`src/rtl/jtag_burst_bus_master.sv`:
```
// Burst bus master for the JTAG debug path: queues write data, issues single/burst bus transactions, collects read data.
// Latency: command accept -> request 2 cycles min; grant -> begin 1 cycle; N write words -> N cycles + 1 end cycle.
// Backpressure: cmd_ready only while idle; wdata_ready/rdata_valid follow FIFO fill; busyIN stalls write words on the bus.

module jtag_burst_bus_master_fifo #(
    parameter int DEPTH = 16,
    parameter int W     = 32
) (
    input  logic         clock,
    input  logic         reset,
    input  logic         push_i,
    input  logic [W-1:0] din_i,
    input  logic         pop_i,
    output logic [W-1:0] dout_o,
    output logic [8:0]   count_o
);
    localparam int AW = $clog2(DEPTH);

    logic [W-1:0]  mem_q [DEPTH];
    logic [AW-1:0] wr_ptr_q;
    logic [AW-1:0] rd_ptr_q;
    logic [8:0]    count_q;
    logic          push_ok;
    logic          pop_ok;

    // Push into a full FIFO and pop from an empty one are silently dropped.
    assign push_ok = push_i && (count_q != 9'(DEPTH));
    assign pop_ok  = pop_i && (count_q != 9'd0);
    assign dout_o  = mem_q[rd_ptr_q];
    assign count_o = count_q;

    // Storage array; contents are don't-care until written.
    always_ff @(posedge clock) begin
        if (push_ok) begin
            mem_q[wr_ptr_q] <= din_i;
        end
    end

    // Pointers and occupancy; simultaneous push and pop leave the count unchanged.
    always_ff @(posedge clock or posedge reset) begin
        if (reset) begin
            wr_ptr_q <= '0;
            rd_ptr_q <= '0;
            count_q  <= '0;
        end else begin
            if (push_ok) begin
                wr_ptr_q <= wr_ptr_q + AW'(1);
            end
            if (pop_ok) begin
                rd_ptr_q <= rd_ptr_q + AW'(1);
            end
            if (push_ok && !pop_ok) begin
                count_q <= count_q + 9'd1;
            end else if (pop_ok && !push_ok) begin
                count_q <= count_q - 9'd1;
            end
        end
    end
endmodule

module jtag_burst_bus_master #(
    parameter int FIFO_DEPTH = 16,
    parameter int ADDR_W     = 32
) (
    input  logic              clock,
    input  logic              reset,
    input  logic              cmd_valid,
    output logic              cmd_ready,
    input  logic [ADDR_W-1:0] cmd_address,
    input  logic              cmd_read_n_write,
    input  logic [3:0]        cmd_byte_enable,
    input  logic [7:0]        cmd_burst_size,
    input  logic [ADDR_W-1:0] wdata,
    input  logic              wdata_valid,
    output logic              wdata_ready,
    output logic [ADDR_W-1:0] rdata,
    output logic              rdata_valid,
    input  logic              rdata_ready,
    output logic              status_done,
    output logic              status_error,
    output logic              request,
    input  logic              granted,
    output logic [ADDR_W-1:0] address_dataOUT,
    output logic [3:0]        byte_enableOUT,
    output logic [7:0]        burst_sizeOUT,
    output logic              read_n_writeOUT,
    output logic              begin_transactionOUT,
    output logic              end_transactionOUT,
    output logic              data_validOUT,
    output logic              busyOUT,
    input  logic [ADDR_W-1:0] address_dataIN,
    input  logic              end_transactionIN,
    input  logic              data_validIN,
    input  logic              busyIN,
    input  logic              errorIN
);
    typedef enum logic [2:0] {
        S_IDLE,
        S_WAIT_RES,
        S_REQ,
        S_BEGIN,
        S_WDATA,
        S_RDATA,
        S_END,
        S_DISCARD
    } state_t;

    state_t            state_q;
    logic              alive_q;
    logic [ADDR_W-1:0] addr_q;
    logic              rnw_q;
    logic [3:0]        be_q;
    logic [7:0]        bsize_q;
    logic [8:0]        cnt_q;
    logic              abort_q;
    logic              done_q;
    logic              err_q;

    logic [8:0]        burst_len;
    logic [8:0]        last_idx;
    logic [8:0]        wf_count;
    logic [8:0]        rf_count;
    logic [8:0]        rf_free;
    logic [ADDR_W-1:0] wf_head;
    logic              wf_push;
    logic              wf_pop;
    logic              rf_push;
    logic [8:0]        rd_words_d;

    assign burst_len  = {1'b0, bsize_q} + 9'd1;
    assign last_idx   = {1'b0, bsize_q};
    assign rf_free    = 9'(FIFO_DEPTH) - rf_count;

    // Host-side FIFO handshakes; alive_q keeps the ready flags low while in reset.
    assign wf_push     = wdata_valid && wdata_ready;
    assign wdata_ready = alive_q && (wf_count != 9'(FIFO_DEPTH));
    assign rdata_valid = (rf_count != 9'd0);
    assign cmd_ready   = alive_q && (state_q == S_IDLE);

    // Write words leave the FIFO when the slave takes them, or one per cycle while realigning after an abort.
    assign wf_pop = ((state_q == S_WDATA) && !errorIN && !busyIN) || (state_q == S_DISCARD);
    // Read words beyond the requested burst length are dropped.
    assign rf_push    = (state_q == S_RDATA) && data_validIN && (cnt_q < burst_len);
    assign rd_words_d = cnt_q + {8'd0, rf_push};

    jtag_burst_bus_master_fifo #(.DEPTH(FIFO_DEPTH), .W(ADDR_W)) u_wfifo (
        .clock   (clock),
        .reset   (reset),
        .push_i  (wf_push),
        .din_i   (wdata),
        .pop_i   (wf_pop),
        .dout_o  (wf_head),
        .count_o (wf_count)
    );

    jtag_burst_bus_master_fifo #(.DEPTH(FIFO_DEPTH), .W(ADDR_W)) u_rfifo (
        .clock   (clock),
        .reset   (reset),
        .push_i  (rf_push),
        .din_i   (address_dataIN),
        .pop_i   (rdata_ready),
        .dout_o  (rdata),
        .count_o (rf_count)
    );

    // Transaction sequencer: command latch, resource wait, arbitration, data phase, end and abort cleanup.
    always_ff @(posedge clock or posedge reset) begin
        if (reset) begin
            state_q <= S_IDLE;
            alive_q <= 1'b0;
            addr_q  <= '0;
            rnw_q   <= 1'b0;
            be_q    <= '0;
            bsize_q <= '0;
            cnt_q   <= '0;
            abort_q <= 1'b0;
            done_q  <= 1'b0;
            err_q   <= 1'b0;
        end else begin
            alive_q <= 1'b1;
            done_q  <= 1'b0;
            err_q   <= 1'b0;
            unique case (state_q)
                S_IDLE: begin
                    if (cmd_valid && cmd_ready) begin
                        addr_q  <= cmd_address;
                        rnw_q   <= cmd_read_n_write;
                        be_q    <= cmd_byte_enable;
                        bsize_q <= cmd_burst_size;
                        cnt_q   <= '0;
                        abort_q <= 1'b0;
                        // burst_size+1 > depth is the same as burst_size >= depth
                        if ({1'b0, cmd_burst_size} >= 9'(FIFO_DEPTH)) begin
                            err_q <= 1'b1;
                        end else begin
                            state_q <= S_WAIT_RES;
                        end
                    end
                end
                S_WAIT_RES: begin
                    // Whole burst must fit before requesting the bus, so the data phase never starves or overflows.
                    if (rnw_q ? (rf_free >= burst_len) : (wf_count >= burst_len)) begin
                        state_q <= S_REQ;
                    end
                end
                S_REQ: begin
                    if (granted) begin
                        state_q <= S_BEGIN;
                    end
                end
                S_BEGIN: begin
                    if (errorIN) begin
                        abort_q <= 1'b1;
                        state_q <= S_END;
                    end else begin
                        state_q <= rnw_q ? S_RDATA : S_WDATA;
                    end
                end
                S_WDATA: begin
                    if (errorIN) begin
                        abort_q <= 1'b1;
                        state_q <= S_END;
                    end else if (!busyIN) begin
                        cnt_q <= cnt_q + 9'd1;
                        if (cnt_q == last_idx) begin
                            state_q <= S_END;
                        end
                    end
                end
                S_RDATA: begin
                    cnt_q <= rd_words_d;
                    if (errorIN) begin
                        abort_q <= 1'b1;
                        state_q <= S_END;
                    end else if (end_transactionIN) begin
                        state_q <= S_IDLE;
                        if (rd_words_d == burst_len) begin
                            done_q <= 1'b1;
                        end else begin
                            err_q <= 1'b1;
                        end
                    end
                end
                S_END: begin
                    // An aborted write still owns unsent words in the FIFO; flush them so the next burst starts aligned.
                    if (abort_q && !rnw_q && (cnt_q != burst_len)) begin
                        state_q <= S_DISCARD;
                    end else begin
                        state_q <= S_IDLE;
                        done_q  <= !abort_q;
                        err_q   <= abort_q;
                    end
                end
                S_DISCARD: begin
                    cnt_q <= cnt_q + 9'd1;
                    if (cnt_q == last_idx) begin
                        state_q <= S_IDLE;
                        err_q   <= 1'b1;
                    end
                end
                default: state_q <= S_IDLE;
            endcase
        end
    end

    // Bus outputs are decoded from the state register only and held at zero whenever not driving (wired-OR bus).
    always_comb begin
        request              = 1'b0;
        address_dataOUT      = '0;
        byte_enableOUT       = '0;
        burst_sizeOUT        = '0;
        read_n_writeOUT      = 1'b0;
        begin_transactionOUT = 1'b0;
        end_transactionOUT   = 1'b0;
        data_validOUT        = 1'b0;
        unique case (state_q)
            S_REQ:   request = 1'b1;
            S_BEGIN: begin
                request              = 1'b1;
                begin_transactionOUT = 1'b1;
                address_dataOUT      = addr_q;
                byte_enableOUT       = be_q;
                burst_sizeOUT        = bsize_q;
                read_n_writeOUT      = rnw_q;
            end
            S_WDATA: begin
                request         = 1'b1;
                data_validOUT   = 1'b1;
                address_dataOUT = wf_head;
            end
            S_RDATA: request = 1'b1;
            S_END: begin
                request            = 1'b1;
                end_transactionOUT = 1'b1;
            end
            default: request = 1'b0;
        endcase
    end

    assign busyOUT      = 1'b0;
    assign status_done  = done_q;
    assign status_error = err_q;
endmodule
```
`config.mk`:
```
export PLATFORM = sky130hd
export DESIGN_NAME = jtag_burst_bus_master
export DESIGN_NICKNAME = d
export VERILOG_FILES = /design/src/rtl/jtag_burst_bus_master.sv
export SDC_FILE = /design/constraint.sdc
export NUM_CORES = 1
export LEC_CHECK = 0
export BUFFER_PORTS_ARGS = -buffer_cell sky130_fd_sc_hd__buf_2
export CORE_MARGIN = 1
export CORE_UTILIZATION = 60
export DETAILED_ROUTE_END_ITERATION = 10
export PLACE_DENSITY = 0.89
export REMOVE_ABC_BUFFERS = 1
export SLEW_MARGIN = 20
export SYNTH_ARGS = -nofsm -noshare
export SYNTH_HDL_FRONTEND = slang
export SYNTH_SLANG_ARGS = --single-unit
export TNS_END_PERCENT = 10
```
`constraint.sdc`:
```
create_clock -name clock -period 12.9 [get_ports clock]
set_clock_uncertainty 0.15 [all_clocks]
set_input_delay 0 -clock clock [delete_from_list [all_inputs] [get_ports clock]]
set_output_delay 0 -clock clock [all_outputs]
set_load 0.005 [all_outputs]
```
# After elaboration in Yosys (flattened, before gate mapping)
# Memories as Yosys holds them, arrays and structs flattened.
# Cells that the tools add are included.
[totals] inputBits=119 mem_count=2 out_inout_bits=87 ff_bits=95 ram_bits=1024
[memory_table] name="u_rfifo.mem_q" words=16 word_bits=32 rd=1 rd_clocked_by_memory_dff=0 write_ports=1 line="19" rtl="logic [W-1:0] mem_q [DEPTH];"
[memory_table] name="u_wfifo.mem_q" words=16 word_bits=32 rd=1 rd_clocked_by_memory_dff=0 write_ports=1 line="19"
[op_classes] magnitude_cmp=4 addsub=12 reduce_logical=40 muxes=51 n_eq_ne=23
[ops] operator="32-bit one-hot mux with 2 select lines" n=1
[ops] operator="9-bit two-way mux" n=7
[ops] operator="9-bit one-hot mux with 4 select lines" n=1
[ops] operator="3-bit two-way mux" n=11
[ops] operator="9-bit by 1-bit adder with 9-bit output (second input constant)" n=3
[ops] operator="1-bit two-way mux" n=24
[ops] operator="3-bit one-hot mux with 8 select lines" n=1
[ops] operator="9-bit >= comparator" n=2
[ops] operator="1-bit logical AND" n=18
[ops] operator="9-bit by 5-bit != test with 1-bit output (second input constant)" n=2
[ops] operator="9-bit nonzero test" n=2
[ops] operator="9-bit by 1-bit subtractor with 9-bit output (second input constant)" n=2
[ops] operator="4-bit by 1-bit adder with 4-bit output (second input constant)" n=4
[ops] operator="3-bit equality test (second input constant)" n=4
[ops] operator="2-bit != test (second input constant)" n=5
[ops] operator="8-bit by 1-bit adder with 9-bit output (second input constant)" n=1
[ops] operator="9-bit by 1-bit adder with 9-bit output" n=1
[ops] operator="9-bit by 8-bit equality test with 1-bit output" n=1
[ops] operator="9-bit equality test" n=1
[ops] operator="9-bit < comparator" n=1
[ops] operator="9-bit != test" n=1
[ops] operator="5-bit by 9-bit subtractor with 9-bit output (first input constant)" n=1
[ops] operator="8-bit by 5-bit >= comparator with 1-bit output (second input constant)" n=1
[ops] operator="1-bit logical NOT" n=8
[ops] operator="20 further kinds" n=27

# Logic depth before layout (Yosys ltp)
[logic_depth] depth_word=9 ltp_mapped=20 ltp_nobuf=19

# By module
# A second synthesis with hierarchy kept.
[hier_totals] hier_cells=2652 hier_area_um2=46225.6
[modules_own_cells] module="jtag_burst_bus_master_fifo" area_each_um2=20847.5 cells_each=1096 seq_area_each_um2=15800.2 n_inst=2
[modules_own_cells] module="jtag_burst_bus_master" area_each_um2=4530.6 cells_each=460 seq_area_each_um2=1526.5 n_inst=1

# Least setup slack after synthesis
# No wires, ideal clock.
[synth_timing] path_type="reg-to-reg" from="register bsize_q[0]" to="memory u_rfifo.mem_q[3][0] (enable)" period_less_slack_ns=6.025 n_path_buf=0 arrival_ns=5.374 stages_incl_launch_ff=9 path_slack_ns=6.875 cell_sequence="dfrtp_1 > ha_1 > xnor2_1 > ha_1 > a21o_1 > maj3_1 > a221oi_1 > o2bb2ai_1 > nor4_1"
[synth_between] elab_chain_len=6
[synth_rtl] item="from (decl)" line="113" rtl="logic [7:0] bsize_q;"
[synth_rtl] item="from (signal assigned)" line="189" rtl="bsize_q <= cmd_burst_size;"
[synth_rtl] item="8-bit by 1-bit adder with 9-bit output" line="130" rtl="assign burst_len = {1'b0, bsize_q} + 9'd1;"
[synth_rtl] item="9-bit < comparator" line="143" rtl="assign rf_push = (state_q == S_RDATA) && data_validIN && (cnt_q < burst_len);"
[synth_rtl] item="1-bit logical AND" line="143"
[synth_rtl] item="1-bit logical AND" line="27" rtl="assign push_ok = push_i && (count_q != 9'(DEPTH));"
[synth_rtl] item="1-bit two-way mux" line="34" rtl="if (push_ok) begin"
[synth_rtl] item="1-bit two-way mux (implied by the code)" line="35" rtl="mem_q[wr_ptr_q] <= din_i;"
[synth_rtl] item="to (decl)" line="19"
# No other way between the ends.

# Worst setup path after layout
[layout_timing] from="register bsize_q[0]" to="register err_q (netlist: status_error)"
[layout_between] elab_chain_len=9 elab_cells_between_ends=14 cone_classes="add/sub: 2; order compare: 1; eq/ne: 3; mux: 6; reduce/logical: 2"
[layout_rtl] item="8-bit by 1-bit adder with 9-bit output" line="130"
[layout_rtl] item="9-bit < comparator" line="143"
[layout_rtl] item="1-bit logical AND" line="143"
[layout_rtl] item="9-bit by 1-bit adder with 9-bit output" line="144" rtl="assign rd_words_d = cnt_q + {8'd0, rf_push};"
[layout_rtl] item="9-bit equality test" line="237" rtl="if (rd_words_d == burst_len) begin"
[layout_rtl] item="1-bit two-way mux" line="237"
[layout_rtl] item="1-bit two-way mux" line="235" rtl="end else if (end_transactionIN) begin"
[layout_rtl] item="1-bit two-way mux" line="232" rtl="if (errorIN) begin"
[layout_rtl] item="1-bit one-hot mux with 4 select lines *" line="183" rtl="unique case (state_q)"
[layout_rtl] item="to (signal assigned)" line="251" rtl="err_q <= abort_q;"
[layout_rtl] item="to (decl)" line="117" rtl="logic err_q;"
# Every way passes the cells marked *; elsewhere a longest branch is shown, timed or not.
# A chain may end at the register's enable or synchronous reset.

==> qor.yml <==
ys_ff_latch: 1119
reg2reg_from: "bsize_q[0]"
synth_edf_count: 1024
yosys_warnings: 0
setup_violations: 0
final_antenna_net_count: 0
grt_pass1_vias: 25400
yosysUniqueCellTypes: 67
async_flop_share_pct: 8.49
wl_met2_mm: 63.8
power_mw: 11.0
io_pins: 206
gp_congestion: 0.858
synth-xor-area-share_pct: 1.19
drt-met1-wl_mm: 40.2
dieHeight_um: 275
relSlewSlack_pct: 19.0
dr_wl_met3_mm: 10.1
clk_pin_slew_ps: 60
vias_per_cell: 6.82
initial_utilization_pct: 61.0
row_count: 99
cts_setup_buffers: 0
area_delta_synth_final_pct: 16.5
finalHoldViolCount: 0
timing.rr.end: "status_error"
hpwl_mm: 58.7
grtUsageTotal_pct: 32.0
path_class: "flop to flop"
final_nets: 2668
fin_setup_tns_ps: 0
synth_top_family_by_area: "multiplexers"
cp-endpoint: "status_error"
wl_per_cell_um: 33.6
fin_util_pct: 71.1
max_cap_viol_count: 0
grt_pass1_wl_mm: 171
fp.dieW_um: 275
cp_max_fo: 7
yosys-top-cells-area: "edfxtp_1 (69%), mux4_2 (16%), dfrtp_1 (5.3%), ha_1 (1.3%), mux2_2 (1.3%)"
required_ps: 13280
fp.coreArea_um2: 73500
dieArea_um2: 75800
synthMuxAreaShare_pct: 17.4
netlist_area_um2: 44800
drv_slew: 0
status: "finished clean"
num_vias: 24300
p_leak_nw: 17.5
clock_sinks: 1119
yosysTopAreaCellShare_pct: 68.6
synth_compound_area_share_pct: 2.51
synth_simple_gate_area_share_pct: 2.38
overflow: 0
clkLatencyLatePin_ps: 700
cts_tree: "built"
cts_root_buf: "clkbuf_16"
drc: 0
avgSynthCellArea_um2: 21.3
cp.arrival_ps: 5870
layout-drive-gt1-share_pct: 31.7
grt_setup_unrepaired: "false"
min_period_ps: 5480
hold_path_class: "primary input to flop"
drtIter0Drc: 3211
ys_seq_area_share_pct: 73.9
drt-total-wl_mm: 119
reg2regPathDepth: 18
worstMarginPinSlew_ps: 1220
synth_top_area_cell: "edfxtp_1"
fmax_mhz: 182
antenna_found_initial: 9
crit_path_start: "bsize_q[0]"
cts_buffers: 105
critPathCaptureType: "flop"
grt_max_degree: 103
ys.flop_type: "edfxtp_1"
r2r_slack_ps: 7420
post-route-period-util_pct: 42.5
htree_levels: 3
clockBufferDepth: 3
drtPass1Iterations: 6
synth_cells: 2102
port_buffers: 204
setup.worst_path.start_class: "flop"
cellPowerDensity_nw_per_um2: 210
synth_fa_ha_area_share_pct: 1.50
dr.max_layer_used: "met5"
ir_drop_v: 0.000226
-- worst min-delay path by stage --
stage / startpoint / to / cells past startpoint
5_1_grt: cmd_address[31] / addr_q[31] / 3
4_1_cts: cmd_address[10] / addr_q[10] / 3
6_report: rdata_ready / u_rfifo.rd_ptr_q[2] / 4
2_1_floorplan: address_dataIN[0] / u_rfifo.mem_q[0][0] / 0
3_5_place_dp: reset / addr_q[14] / 2
3_3_place_gp: reset / addr_q[14] / 2
-- cell usage in the layout, fill, tap and decap left out, types with 24 or more instances in the layout --
cell type,n
nor2_1,30
a22o_1,35
mux2_2,50
xnor2_1,43
buf_2,204
clkbuf_16,107
edfxtp_1,1024
dfrtp_1,88
nand3_1,25
ha_1,48
dlygate4sd3_1,163
nand2_1,42
inv_1,24
o21ai_0,28
buf_4,30
clkinv_1,27
mux4_2,320
a21oi_1,24
-- worst max-delay path: stages (launching register included) --
cell           delay, ps
dfrtp_1              480
ha_1                 290
xnor2_1              400
ha_1                 330
a21o_1               170
maj3_1               330
a221oi_1             300
o2bb2ai_1            260
nor2b_1              190
ha_1                 200
ha_1                 320
nand3_1              110
nor2_1               210
xor2_1               210
xnor2_1              120
a2111oi_4            360
nand2_1              140
a41o_1               250
dlygate4sd3_1        560
-- per-layer routing --
layer	GRT usage (%)	up-vias
li1	-	9558
met3	5.45	364
met2	57.1	1762
met4	15.3	4
met5	0	-
met1	37.9	12600
-- repair_timing --
action,4_1_cts,5_1_grt
endpoints found under the hold margin,1143,0
hold buffers,163,0
resized for setup,0,0
-- per-stage QoR --
stage / worst slack, ps / area (µm²) / hold slack (ps) / cells
detailed placement: 7610 / 47000 / -62.6 / 3188
finish: 7420 / 52200 / 45.0 / 3558
floorplan: 6450 / 44400 / -51.1 / 1993
CTS: 7470 / 52200 / 17.8 / 3550
global route: 7130 / 52200 / 57.9 / 3554
global placement: 7690 / 47000 / -77.2 / 3188
-- final cells by class --
type	instances	area, µm²
repair buffers	399	2910
clock inverters	76	783
clock buffers	123	2740
diodes	8	20.0
inverters	25	96.3
well taps	959	1200
multi-input cells	849	11300
fillers	4031	21200
flip-flops and latches	1119	33100
-- cells by family after synthesis --
kind of cell / Yosys count
DFF: 1119
muxes: 371
and+or+nand+nor: 206
AOI/OAI and AO/OA: 156
buffers and inverters: 134
xor gates and xnor gates: 61
adders and majority gates: 53
other: 2
-- Yosys cell counts, drive strengths merged (26+ instances only) --
cell type,number
a22o,35
ha,48
buf,43
nand2,44
o21ai,30
mux2,50
xnor2,43
mux4,320
nand3,26
clkbuf,66
dfrtp,95
nor2,44
edfxtp,1024
-- power by group --
| part | internal (mW) | total [mW] | switching [mW] |
|---|---|---|---|
| Sequential | 4.20 | 4.63 | 0.433 |
| Clock | 1.76 | 3.18 | 1.42 |
| Combinational | 1.65 | 3.18 | 1.53 |
-- sequential cells by signal, summed over array words and instances (netlist names), 3 cells and up --
| name | flops |
|---|---|
| u_rfifo.wr_ptr_q | 4 |
| addr_q | 32 |
| u_wfifo.count_o | 9 |
| u_rfifo.rd_ptr_q | 4 |
| u_wfifo.mem_q | 512 |
| cnt_q | 9 |
| be_q | 4 |
| state_q | 3 |
| u_rfifo.mem_q | 512 |
| u_rfifo.count_o | 9 |
| u_wfifo.rd_ptr_q | 4 |
| u_wfifo.wr_ptr_q | 4 |
| bsize_q | 8 |
Note: power is estimated with default switching activity, not from simulation.
